[config.mk]
export PLATFORM = sky130hd
export DESIGN_NAME = mem_arbiter
export DESIGN_NICKNAME = d
export VERILOG_FILES = /design/src/rtl/mem_arbiter.sv
export SDC_FILE = /design/constraint.sdc
export NUM_CORES = 1
export LEC_CHECK = 0
export CORE_AREA = 2 2 209 211
export CTS_BUF_LIST = sky130_fd_sc_hd__clkbuf_8
export CTS_CLUSTER_SIZE = 16
export DETAILED_ROUTE_END_ITERATION = 7
export DIE_AREA = 0 0 211 213
export GPL_TIMING_DRIVEN = 0
export PLACE_DENSITY_LB_ADDON = 0.1
export SYNTH_ARGS = -nofsm -noshare
export SYNTH_HDL_FRONTEND = slang
export SYNTH_SLANG_ARGS = --single-unit
export TNS_END_PERCENT = 5
[constraint.sdc]
create_clock -name clk -period 3.55 [get_ports clk]
set_clock_uncertainty 0.1 [all_clocks]
set_input_delay 1.065 -clock clk [delete_from_list [all_inputs] [get_ports clk]]
set_output_delay 1.065 -clock clk [all_outputs]
set_load 0.005 [all_outputs]
[src/rtl/mem_arbiter.sv]
// Two-requester (IFU/LSU) arbiter and sequencer for the single shared memory port.
// Round-robin grant in IDLE, REQ/WAIT handshake to memory, watchdog abort on missing response.
module mem_arbiter #(
   parameter int unsigned ADDR_W  = 64,
   parameter int unsigned DATA_W  = 64,
   parameter int unsigned TO_W    = 8,
   parameter int unsigned TIMEOUT = 255
) (
   input  logic                clk,
   input  logic                rst,
   input  logic                ifu_valid,
   input  logic [ADDR_W-1:0]   ifu_addr,
   output logic                ifu_ready,
   output logic                ifu_resp_valid,
   output logic [DATA_W-1:0]   ifu_rdata,
   output logic                ifu_err,
   input  logic                lsu_valid,
   input  logic [ADDR_W-1:0]   lsu_addr,
   input  logic                lsu_wen,
   input  logic [DATA_W-1:0]   lsu_wdata,
   input  logic [DATA_W/8-1:0] lsu_wmask,
   output logic                lsu_ready,
   output logic                lsu_resp_valid,
   output logic [DATA_W-1:0]   lsu_rdata,
   output logic                lsu_err,
   output logic                mem_req_valid,
   input  logic                mem_req_ready,
   output logic [ADDR_W-1:0]   mem_addr,
   output logic                mem_wen,
   output logic [DATA_W-1:0]   mem_wdata,
   output logic [DATA_W/8-1:0] mem_wmask,
   input  logic                mem_resp_valid,
   input  logic [DATA_W-1:0]   mem_rdata
);

   typedef enum logic [1:0] {IDLE, REQ, WAIT} state_t;

   localparam logic [TO_W-1:0] TO_LIMIT = TO_W'(TIMEOUT);

   state_t          state;
   logic            owner;       // 0 = IFU, 1 = LSU
   logic            last_grant;  // 0 = IFU, 1 = LSU
   logic [TO_W-1:0] wd_cnt;
   logic            grant_ifu;
   logic            grant_lsu;

   // On a tie the requester that did not win last time is granted.
   always_comb begin
      grant_ifu = 1'b0;
      grant_lsu = 1'b0;
      if (!rst && state == IDLE) begin
         if (ifu_valid && (!lsu_valid || last_grant))
            grant_ifu = 1'b1;
         else if (lsu_valid)
            grant_lsu = 1'b1;
      end
   end

   assign ifu_ready = grant_ifu;
   assign lsu_ready = grant_lsu;

   always_ff @(posedge clk) begin
      if (rst) begin
         state          <= IDLE;
         owner          <= 1'b0;
         last_grant     <= 1'b1;
         wd_cnt         <= '0;
         mem_req_valid  <= 1'b0;
         mem_addr       <= '0;
         mem_wen        <= 1'b0;
         mem_wdata      <= '0;
         mem_wmask      <= '0;
         ifu_resp_valid <= 1'b0;
         ifu_rdata      <= '0;
         ifu_err        <= 1'b0;
         lsu_resp_valid <= 1'b0;
         lsu_rdata      <= '0;
         lsu_err        <= 1'b0;
      end else begin
         ifu_resp_valid <= 1'b0;
         ifu_rdata      <= '0;
         ifu_err        <= 1'b0;
         lsu_resp_valid <= 1'b0;
         lsu_rdata      <= '0;
         lsu_err        <= 1'b0;
         case (state)
            IDLE: begin
               if (grant_ifu || grant_lsu) begin
                  owner         <= grant_lsu;
                  last_grant    <= grant_lsu;
                  mem_addr      <= grant_lsu ? lsu_addr : ifu_addr;
                  mem_wen       <= grant_lsu & lsu_wen;
                  mem_wdata     <= grant_lsu ? lsu_wdata : '0;
                  mem_wmask     <= grant_lsu ? lsu_wmask : '0;
                  mem_req_valid <= 1'b1;
                  state         <= REQ;
               end
            end
            REQ: begin
               if (mem_req_ready) begin
                  mem_req_valid <= 1'b0;
                  wd_cnt        <= '0;
                  state         <= WAIT;
               end
            end
            WAIT: begin
               // A response arriving on the timeout cycle takes priority over the abort.
               if (mem_resp_valid) begin
                  if (owner) begin
                     lsu_resp_valid <= 1'b1;
                     lsu_rdata      <= mem_wen ? '0 : mem_rdata;
                  end else begin
                     ifu_resp_valid <= 1'b1;
                     ifu_rdata      <= mem_rdata;
                  end
                  state <= IDLE;
               end else if (wd_cnt == TO_LIMIT) begin
                  if (owner) begin
                     lsu_resp_valid <= 1'b1;
                     lsu_err        <= 1'b1;
                  end else begin
                     ifu_resp_valid <= 1'b1;
                     ifu_err        <= 1'b1;
                  end
                  state <= IDLE;
               end else begin
                  wd_cnt <= wd_cnt + 1'b1;
               end
            end
            default: state <= IDLE;
         endcase
      end
   end

endmodule

==> reports/metrics.csv <==
metric,value,unit
cp-startpoint,lsu_valid,
worstPathMaxFanout,11,
maxCapViolations,0,
grt_busiest_layer,met2,
antenna_found_initial,7,
r2r_end,lsu_rdata[28],
r2r_setup_slack,1.07,ns
ant_nets,0,
vias,9089,
ys_types,38,
clkTransAtPathRegs,0.05,ns
initial_core_util,0.2183,
grt_pass1_vias,9153,
finalMaxSlewViolations,0,
grt_util_met3,0.08178,
vdd_drop_max,221.6,µV
numCtsBuffers,52,
avgViaCountPerCell,4.255,
clkLatencyLatePin,0.63,ns
die_h,213,µm
critPathCapture,lsu_ready,
ys_warn_count,0,
status,"finished, final reports clean",
synthFlopType,dfxtp_1,
period_share,0.9514,
fin_util,0.3853,
finalWeightedCongestion,0.7929,
core-area,0.04270,mm²
cts.sink_count,282,
use_met1,0.1882,
io_pins,543,
hold_class,flop to flop,
cp-end-kind,primary output,
tritoncts,built,
rows,76,
worst-setup-path-type,input port to primary output,
yosysSeqAreaShare,0.6058,
rr_startpoint,state[1],
synth_area,0.009319,mm²
synthToLayoutAreaGrowth,76.54,%
async_flop_share,0,
setup-violations-final,0,
final.setup.worst_slack,0.1724,ns
powerDensity,451.3,mW/mm²
chipWidth,211,µm
required,2.38,ns
grt_pass1_wl,56300,µm
max_clock_freq,296.1,MHz
cts_setup_buffers,0,
port_buffers,542,
cp-start-kind,input port,
rsz0062_at_grt,no,
hold_viol,0,
power.leakage,0.006242,µW
grt_util_met2,0.2748,
htreeDepth,2,
grt-ovfl-total,0,
drt_pass1_iterations,4,
die_area,0.04494,mm²
slew_headroom,0.5084,
cts_root_buffer,clkbuf_8,
synth-seq-cells,282,
arrival,2.21,ns
finalNetCount,1825,
drc,0,
wl_per_cell,18.41,µm
layout-drive-gt1-share,0.06490,
hold_buffers,0,
cts_buffer_depth,3,
drt_iter0_drc,471,
synth-edff-count,0,
synth_nets,1232,
drt-total-wl,39320,µm
min_from,mem_req_valid,
grt_usage,0.1658,
synthCells,960,
hpwl,30070,µm
tns,0,ns
layout_min_cycle_time,3.378,ns
tightest_slew,0.7343,ns
grt_start_max_net_pins,20,
place_ws,-1.106,ns
rr_worst_depth,5,
syn_area_per_cell,9.707,µm²
## cells in the final DEF (no fill, tap or decap), types with 2 or more instances in the layout
cell type,netlist,final
nor2_1,146,146
nor3_1,5,5
inv_1,7,25
buf_2,14,16
o211ai_1,3,3
o21ai_0,3,3
nor4_1,3,3
clkinv_2,0,3
nand4_1,2,2
a311oi_1,64,64
buf_1,2,2
nand3_1,6,6
dlygate4sd2_1,0,3
dfxtp_1,282,282
diode_2,0,3
a22oi_1,73,73
clkbuf_2,6,6
a31oi_1,4,4
buf_4,5,5
and2_1,128,128
clkdlybuf4s50_1,0,537
and3_1,2,2
clkbuf_8,0,65
nand2_1,134,134
clkbuf_1,48,43
a21oi_1,5,5
## sequential cells by signal, summed over array words and instances, names as in the netlist, 2 cells and up
name / cells
ifu_rdata: 64
lsu_rdata: 64
mem_addr: 64
mem_wdata: 64
mem_wmask: 8
wd_cnt: 8
state: 2
## worst min path at each step
stage                         end  slack (ns)  cells past startpoint
detailed placement  mem_req_valid        0.36                      2
floorplan                 ifu_err        0.33                      1
CTS                 mem_req_valid        0.36                      2
finish              mem_req_valid        0.36                      2
global placement    mem_req_valid        0.35                      2
global route        mem_req_valid        0.38                      2
## layout make-up
class / count / area (µm²)
diodes: 3 / 7.507
plain buffers: 72 / 336.6
clock buffers: 65 / 894.6
clock inverters: 23 / 107.6
fillers: 4380 / 26240
inverters: 7 / 26.28
multi-input cells: 596 / 3332
flip-flops and latches: 282 / 5645
well taps: 546 / 683.2
repair buffers: 542 / 5419
## critical path, cell delays in order
cell and delay [ns]:
dlygate4sd2_1 0.25, or3b_4 0.41, a21o_4 0.25, nor2_1 0.09, buf_2 0.14
## synth_stat cells, types with 4 or more instances
| cell type | count | area, µm² |
|---|---|---|
| clkbuf_1 | 48 | 180.2 |
| buf_4 | 5 | 37.54 |
| nor2_1 | 146 | 548.0 |
| buf_2 | 14 | 70.07 |
| dfxtp_1 | 282 | 5645 |
| nand3_1 | 6 | 30.03 |
| a31oi_1 | 4 | 25.02 |
| a22oi_1 | 73 | 548.0 |
| nor3_1 | 5 | 25.02 |
| and2_1 | 128 | 800.8 |
| inv_1 | 7 | 26.28 |
| a311oi_1 | 64 | 560.5 |
| clkbuf_2 | 6 | 30.03 |
| a21oi_1 | 5 | 25.02 |
| nand2_1 | 134 | 503.0 |
## timing repair
item | 4_1_cts | 5_1_grt
setup endpoints to repair | 2 | 2
resized for setup | 14 | 3
pin swaps | 0 | 0
cloned | 0 | 0
## through the flow
step           instances  hold slack (ns)  power (µW)  area, µm²
2_1_floorplan        960           0.3267        3778       9319
6_report            2136           0.3585        7425      16450
3_3_place_gp        2048           0.3524        4480      15430
3_5_place_dp        2048           0.3574        4483      15430
4_1_cts             2133           0.3650        7575      16450
5_1_grt             2133           0.3840        7806      16440
## where the power goes
part	total, µW	internal, µW	switching, µW
Clock	3010	1630	1380
Combinational	1050	613	437
Sequential	3360	3290	67.6
Total	7430	5540	1880
## routing by layer
metal,part of all wire,vias up
met5,0.0011,-
met1,0.40,4156
met2,0.47,399
met4,0.021,6
met3,0.11,67
li1,-,4461
## kinds of logic (layout without fill, tap and decap cells)
logic type,count (synthesis),in the layout,synth area share
simple gates,435,435,0.2189
flops,282,282,0.6058
compound gates,159,159,0.1352
buf+inv,82,709,0.03773
fa+ha+maj,1,1,0.001342
mux,1,1,0.001074
other cells,0,3,0
No activity file was read; power rests on OpenSTA's default activity.
